<file path="config.mk">
export PLATFORM = sky130hd
export DESIGN_NAME = mem_arbiter_rr
export DESIGN_NICKNAME = d
export VERILOG_FILES = /design/src/rtl/mem_arbiter_rr.sv
export SDC_FILE = /design/constraint.sdc
export NUM_CORES = 1
export LEC_CHECK = 0
export CAP_MARGIN = 20
export CORE_AREA = 2 2 276 278
export CTS_CLUSTER_DIAMETER = 100
export CTS_CLUSTER_SIZE = 40
export DETAILED_ROUTE_END_ITERATION = 6
export DIE_AREA = 0 0 278 280
export PLACE_DENSITY_LB_ADDON = 0.1
export SYNTH_ARGS = -nofsm -noshare
export SYNTH_HDL_FRONTEND = slang
export SYNTH_SLANG_ARGS = --single-unit
export TNS_END_PERCENT = 100
</file>
<file path="constraint.sdc">
create_clock -name clk -period 1.55 [get_ports clk]
set_input_delay 0.31 -clock clk [delete_from_list [all_inputs] [get_ports clk]]
set_output_delay 0.31 -clock clk [all_outputs]
set_load 0.01 [all_outputs]
</file>
<file path="src/rtl/mem_arbiter_rr.sv">
// Purpose : shares one downstream memory port among NUM_REQ cache clients, fixed-priority or round-robin.
// Latency : request seen in IDLE at cycle t drives mem_read/mem_write at t+1; resp passes through combinationally.
// Backpr. : requesters hold their strobes until req_resp; losers simply wait, nothing is dropped or queued.
//
// Ports:
//   clk, reset            clock and synchronous active-high reset
//   req_read/req_write    per-requester strobes (NUM_REQ bits)
//   req_address/req_wdata packed per-requester address / write line, slot i at [i*W +: W]
//   req_resp              per-requester completion pulse, only the owner sees mem_resp
//   req_rdata             read line broadcast to every requester (= mem_rdata)
//   mem_*                 downstream request/response port
//   grant                 one-hot owner while BUSY, zero otherwise
//   busy                  high while a transaction is outstanding downstream
module mem_arbiter_rr #(
  parameter int NUM_REQ    = 2,
  parameter int ADDR_WIDTH = 16,
  parameter int LINE_WIDTH = 128,
  parameter int RR_MODE    = 1
) (
  input  logic                          clk,
  input  logic                          reset,
  input  logic [NUM_REQ-1:0]            req_read,
  input  logic [NUM_REQ-1:0]            req_write,
  input  logic [NUM_REQ*ADDR_WIDTH-1:0] req_address,
  input  logic [NUM_REQ*LINE_WIDTH-1:0] req_wdata,
  output logic [NUM_REQ-1:0]            req_resp,
  output logic [LINE_WIDTH-1:0]         req_rdata,
  output logic                          mem_read,
  output logic                          mem_write,
  output logic [ADDR_WIDTH-1:0]         mem_address,
  output logic [LINE_WIDTH-1:0]         mem_wdata,
  input  logic                          mem_resp,
  input  logic [LINE_WIDTH-1:0]         mem_rdata,
  output logic [NUM_REQ-1:0]            grant,
  output logic                          busy
);

  localparam int IDX_W = (NUM_REQ > 1) ? $clog2(NUM_REQ) : 1;
  // One extra bit so ptr + offset cannot overflow before the modulo fold.
  localparam int SUM_W = IDX_W + 1;

  typedef enum logic [1:0] {
    ST_IDLE    = 2'd0,
    ST_BUSY    = 2'd1,
    ST_RELEASE = 2'd2
  } state_t;

  state_t             state_q;
  state_t             state_d;
  logic [NUM_REQ-1:0] req_any;
  logic [NUM_REQ-1:0] grant_q;
  logic [IDX_W-1:0]   owner_q;
  logic [IDX_W-1:0]   ptr_q;
  logic [IDX_W-1:0]   ptr_next;
  logic [IDX_W-1:0]   win_idx;
  logic               win_vld;
  logic [SUM_W-1:0]   scan_idx;
  logic [IDX_W-1:0]   sel_idx;
  logic               in_busy;

  assign req_any = req_read | req_write;
  assign in_busy = (state_q == ST_BUSY);

  // ---------------------------------------------------------------------
  // Winner selection. Only consumed in IDLE, so it is free-running.
  // ---------------------------------------------------------------------
  always_comb begin
    win_vld  = 1'b0;
    win_idx  = '0;
    scan_idx = '0;
    if (RR_MODE != 0) begin
      // Scan ptr, ptr+1, ... wrapping; first requester found wins.
      for (int k = 0; k < NUM_REQ; k++) begin
        scan_idx = {1'b0, ptr_q} + SUM_W'(k);
        if (scan_idx >= SUM_W'(NUM_REQ)) begin
          scan_idx = scan_idx - SUM_W'(NUM_REQ);
        end
        if (!win_vld && req_any[scan_idx[IDX_W-1:0]]) begin
          win_vld = 1'b1;
          win_idx = scan_idx[IDX_W-1:0];
        end
      end
    end else begin
      // Fixed priority: lowest index wins.
      for (int k = 0; k < NUM_REQ; k++) begin
        if (!win_vld && req_any[k]) begin
          win_vld = 1'b1;
          win_idx = IDX_W'(k);
        end
      end
    end
  end

  // Next round-robin pointer: the slot just after the owner, wrapping.
  assign ptr_next = (owner_q == IDX_W'(NUM_REQ - 1)) ? '0 : owner_q + 1'b1;

  // ---------------------------------------------------------------------
  // FSM: state register
  // ---------------------------------------------------------------------
  always_ff @(posedge clk) begin
    if (reset) begin
      state_q <= ST_IDLE;
    end else begin
      state_q <= state_d;
    end
  end

  // ---------------------------------------------------------------------
  // FSM: next-state logic
  // ---------------------------------------------------------------------
  always_comb begin
    state_d = state_q;
    case (state_q)
      ST_IDLE:    if (win_vld)  state_d = ST_BUSY;
      ST_BUSY:    if (mem_resp) state_d = ST_RELEASE;
      // One dead cycle lets the served client drop its strobe before the
      // next arbitration, so it cannot be re-granted on a stale request.
      ST_RELEASE: state_d = ST_IDLE;
      default:    state_d = ST_IDLE;
    endcase
  end

  // ---------------------------------------------------------------------
  // Owner / grant / pointer registers
  // ---------------------------------------------------------------------
  always_ff @(posedge clk) begin
    if (reset) begin
      owner_q <= '0;
      grant_q <= '0;
      ptr_q   <= '0;
    end else begin
      if (state_q == ST_IDLE && win_vld) begin
        owner_q <= win_idx;
        grant_q <= NUM_REQ'(1) << win_idx;
      end
      if (in_busy && mem_resp) begin
        grant_q <= '0;
        // Fixed mode keeps the pointer parked at zero.
        if (RR_MODE != 0) begin
          ptr_q <= ptr_next;
        end
      end
    end
  end

  // ---------------------------------------------------------------------
  // FSM: outputs and datapath muxing
  // ---------------------------------------------------------------------
  // Outside BUSY the downstream address/data default to slot 0.
  assign sel_idx = in_busy ? owner_q : '0;

  always_comb begin
    busy        = in_busy;
    grant       = in_busy ? grant_q : '0;
    // Strobes follow the owner live, so a client that drops its strobe
    // early (protocol violation) deasserts downstream but keeps the grant.
    mem_read    = in_busy & req_read[owner_q];
    mem_write   = in_busy & req_write[owner_q];
    mem_address = req_address[sel_idx*ADDR_WIDTH +: ADDR_WIDTH];
    mem_wdata   = req_wdata[sel_idx*LINE_WIDTH +: LINE_WIDTH];
    req_resp    = (in_busy && mem_resp) ? grant_q : '0;
    req_rdata   = mem_rdata;
  end

endmodule

</file>
==> metrics.log <==
[metrics] via total after detailed routing: 4,053
[metrics] syn avg cell area: roughly 10 sq um
[metrics] # DRC: 0
[metrics] Detailed Route Iter0 Violations: 21
[metrics] Setup CP Type: reg -> out
[metrics] family with the most delay on the worst path: buffers and inverters
[metrics] via density per instance: 2.38
[metrics] violations in the final reports: setup timing
[metrics] startpoint type of the worst setup path: register
[metrics] wire length of the first global-routing pass: 32,100 um
[metrics] static leakage power: 3.95 nW
[metrics] fin worst setup slack: -0.568 ns
[metrics] top achievable clock speed: around 470 MHz
[metrics] library cell used as clock root buffer: sky130_fd_sc_hd__clkbuf_16
[metrics] endpoint required time on the critical path: approximately 1.2 ns
[metrics] category of the worst setup path capture point: output pin
[metrics] worst rel slew slack: between 70 and 80%
[metrics] Syn-to-layout area delta: 189%
[metrics] Die Width: roughly 280 um
[metrics] final weighted congestion of routability-driven global placement: approximately 0.67
[metrics] Sequential Area: 126 sq um
[metrics] Chip Height: 280 um
[metrics] number of cells on the worst reg-to-reg path: 6
[metrics] actual slew at the worst max-slew pin: 0.347 ns
[metrics] CTS tree: done
[metrics] HPWL after DPL: 20,100 um
[metrics] cells traversed along the worst timing path: nand2b_4, inv_12, nand2_8, buf_12, buf_8, buf_6, buf_6, mux2_4, buf_6
[metrics] site row count: 101
[metrics] Synth warnings: 0
[metrics] post-synthesis cell type count: 23
[metrics] area used by multi-input combinational logic: 2250 sq um
[metrics] area of the die: 77,800 sq um
[metrics] slowest stage delay, CP: 0.31 ns
[metrics] CTS H-tree lvls: 1
[metrics] vias in the first global route: between 4,000 and 5,000
[metrics] setup-violating endpoint count in the final report: 150
[metrics] area inside the core boundary: 75,200 sq um
[metrics] routed length per instance: approximately 15 um
[metrics] Hold Crit Class: reg -> reg
[metrics] CP max-delay cell: sky130_fd_sc_hd__dfxtp_2
[metrics] antenna violations before repair: 1
[metrics] Maximum Capacitance Violations: 0
[metrics] final worst-path cycle share: 137%
[metrics] Hold Violations, Final: 0
[metrics] Post-CTS Hold Buffers: 0
[metrics] final WL: 25,000 um
[metrics] Seq cells post-synth: 6
[metrics] fraction of layout cells with a size suffix above 1: 56.3%
[metrics] Overflow after GRT: 0
[metrics] worst-case vdd ir drop: 153 uV
[metrics] biggest fanout along the worst timing path: 4
[metrics] synthesized net count: 745
[metrics] I/O pins: ~700
[metrics] total stage count of the critical path: 9
[metrics] clk buf depth: 2
[metrics] worst hold path stage count: 2
[metrics] count of antenna-violating nets left after detailed routing: 0
[metrics] outcome: finished, violations left
[metrics] # diodes: 0
[metrics] worst clock skew: 0.00277 ns
[metrics] fillers: ~8,600
[metrics] Buf+Inv Stages, Crit Path: 6
[metrics] gate count after technology mapping: ~320
[metrics] number of buffers created by CTS: 3
[metrics] crit path time final: 2.12 ns
[metrics] summed instance area of the synthesized netlist: around 3200 sq um
[metrics] maximum number of pins on one net before global-route repair: 13
[metrics] final max-slew violation count: 0
[metrics] unrepaired setup endpoints after global routing: yes
[metrics] part of the Yosys area used for sequential elements: ~3.7%
[metrics] power density over the cells: approximately 310 nW/um^2
[metrics] GRT Total Usage: 5.77%
[metrics] detailed-routing iteration count for the pre-antenna-repair pass: 4
[metrics] Crit path top cell by count: sky130_fd_sc_hd__buf_6
[metrics] initial cell density of the core: under 10%
[metrics] total of buffers placed on input and output ports: 445
[metrics] final net count: 1,150
[metrics] data arrival time at the worst-slack endpoint: roughly 1.8 ns
[metrics] Clock Sinks: 6
[metrics] post-layout power: 2.92 mW
[metrics] clock latency on the worst-skew pair: 0.23 ns
[metrics] clock transition time at the flip-flop clock pins of the worst setup and hold paths: 0.04 ns
[metrics] sum of negative setup slack: -64.04 ns
==> layout by cell type (no fill, tap or decap), types with 2 or more instances in the layout <==
| cell | count |
|---|---|
| sky130_fd_sc_hd__clkdlybuf4s50_1 | 294 |
| sky130_fd_sc_hd__and3_4 | 2 |
| sky130_fd_sc_hd__buf_12 | 13 |
| sky130_fd_sc_hd__buf_8 | 9 |
| sky130_fd_sc_hd__buf_16 | 7 |
| sky130_fd_sc_hd__mux2_4 | 91 |
| sky130_fd_sc_hd__nand2_8 | 4 |
| sky130_fd_sc_hd__nor2_1 | 6 |
| sky130_fd_sc_hd__dfxtp_1 | 3 |
| sky130_fd_sc_hd__and2_4 | 2 |
| sky130_fd_sc_hd__o31ai_1 | 2 |
| sky130_fd_sc_hd__buf_6 | 152 |
| sky130_fd_sc_hd__clkbuf_2 | 33 |
| sky130_fd_sc_hd__buf_4 | 28 |
| sky130_fd_sc_hd__a21oi_1 | 3 |
| sky130_fd_sc_hd__mux2_2 | 53 |
| sky130_fd_sc_hd__clkbuf_16 | 5 |
| sky130_fd_sc_hd__dlygate4sd2_1 | 2 |
| sky130_fd_sc_hd__dfxtp_2 | 2 |
==> final timing paths <==
| path | to | start | slack (ns) |
|---|---|---|---|
| min | grant_q[1]$_SDFFE_PP0P_ | grant_q[1]$_SDFFE_PP0P_ | 0.51 |
| max | mem_wdata[81] | state_q[1]$_SDFFE_PP0P_ | -0.57 |
| max reg2reg | ptr_q$_SDFFE_PP0P_ | state_q[1]$_SDFFE_PP0P_ | 0.29 |
| min reg2reg | grant_q[1]$_SDFFE_PP0P_ | grant_q[1]$_SDFFE_PP0P_ | 0.51 |
==> power breakdown <==
| part | internal [mW] | switching (mW) | leakage (nW) |
|---|---|---|---|
| Clock | 0.332 | 0.0967 | 0.0370 |
| Sequential | 0.169 | 0.0187 | 0.0508 |
| Combinational | 1.60 | 0.704 | 3.87 |
| Total | 2.10 | 0.820 | 3.95 |
==> cells in the mapped netlist <==
library cell | instances | area, sq um
sky130_fd_sc_hd__nand2_4 | 1 | 11.3
sky130_fd_sc_hd__and2_1 | 2 | 12.5
sky130_fd_sc_hd__buf_2 | 9 | 45.0
sky130_fd_sc_hd__a311oi_1 | 1 | 8.76
sky130_fd_sc_hd__o31ai_1 | 2 | 15.0
sky130_fd_sc_hd__inv_4 | 1 | 6.26
sky130_fd_sc_hd__o211a_1 | 1 | 10.0
sky130_fd_sc_hd__nor3_1 | 1 | 5.00
sky130_fd_sc_hd__buf_6 | 7 | 78.8
sky130_fd_sc_hd__mux2_4 | 60 | 901
sky130_fd_sc_hd__dfxtp_1 | 6 | 120
sky130_fd_sc_hd__mux2_2 | 84 | 946
sky130_fd_sc_hd__a21oi_1 | 3 | 15.0
sky130_fd_sc_hd__mux2i_1 | 2 | 20.0
sky130_fd_sc_hd__nand2_1 | 1 | 3.75
sky130_fd_sc_hd__a21boi_0 | 1 | 7.51
sky130_fd_sc_hd__o221ai_1 | 1 | 8.76
sky130_fd_sc_hd__buf_4 | 128 | 961
sky130_fd_sc_hd__nor4_1 | 1 | 6.26
sky130_fd_sc_hd__o21ba_2 | 1 | 10.0
sky130_fd_sc_hd__and3_1 | 2 | 12.5
sky130_fd_sc_hd__nor2_1 | 6 | 22.5
sky130_fd_sc_hd__nand2b_4 | 1 | 13.8
==> registers in the layout, summed over array words and instances (netlist names) <==
register	count
state_q	2
grant_q	2
ptr_q	1
owner_q	1
==> per-layer routing <==
metal	GRT usage, %	up-vias	part of all wire (%)
li1	-	1808	-
met1	5.10	1773	32
met2	10.0	467	48
met3	5.28	5	20
met4	0.457	0	0.29
met5	0.188	-	0
==> worst register-to-register path, cell delays in order, from the launching register on <==
cell and delay (ns):
sky130_fd_sc_hd__dfxtp_2 0.31, sky130_fd_sc_hd__nand2b_4 0.16, sky130_fd_sc_hd__inv_12 0.06, sky130_fd_sc_hd__buf_4 0.14
sky130_fd_sc_hd__buf_8 0.13, sky130_fd_sc_hd__buf_4 0.13, sky130_fd_sc_hd__a311oi_1 0.24
==> per-stage QoR <==
stage          area [sq um]  cells  util (%)  hold WS (ns)  worst slack [ns]
2_1_floorplan          3270    322         -         0.374          -0.00967
3_3_place_gp           8090   1628      10.8         0.518            -0.682
3_5_place_dp           8090   1628      10.8         0.502            -0.653
4_1_cts                8810   1679      11.7         0.508            -0.772
5_1_grt                9380   1703      12.5         0.542            -0.640
6_report               9380   1703      12.5         0.507            -0.568
==> timing repair <==
| item | CTS | global route |
|---|---|---|
| endpoints found under the setup margin | 151 | 151 |
| gates resized for setup | 504 | 314 |
| buffers inserted | 41 | 36 |
| gates cloned | 9 | 2 |
==> logic make-up (layout without fill, tap and decap cells) <==
family / count (synthesis) / after routing / synth area share [%]
buf+inv: 145 / 545 / 33.7
flops: 6 / 6 / 3.71
compound gates: 10 / 10 / 2.32
mux: 146 / 146 / 57.6
simple gates: 15 / 18 / 2.70
==> final cells by class <==
cell class                      instances  share of cell area, %
Multi-Input combinational cell        174                   23.9
Timing Repair Buffer                  541                   60.7
Inverter                                1                  0.173
Tap cell                              978                   13.0
Sequential cell                         6                   1.35
Clock buffer                            3                  0.801
Note: power is estimated with default switching activity, not from simulation.
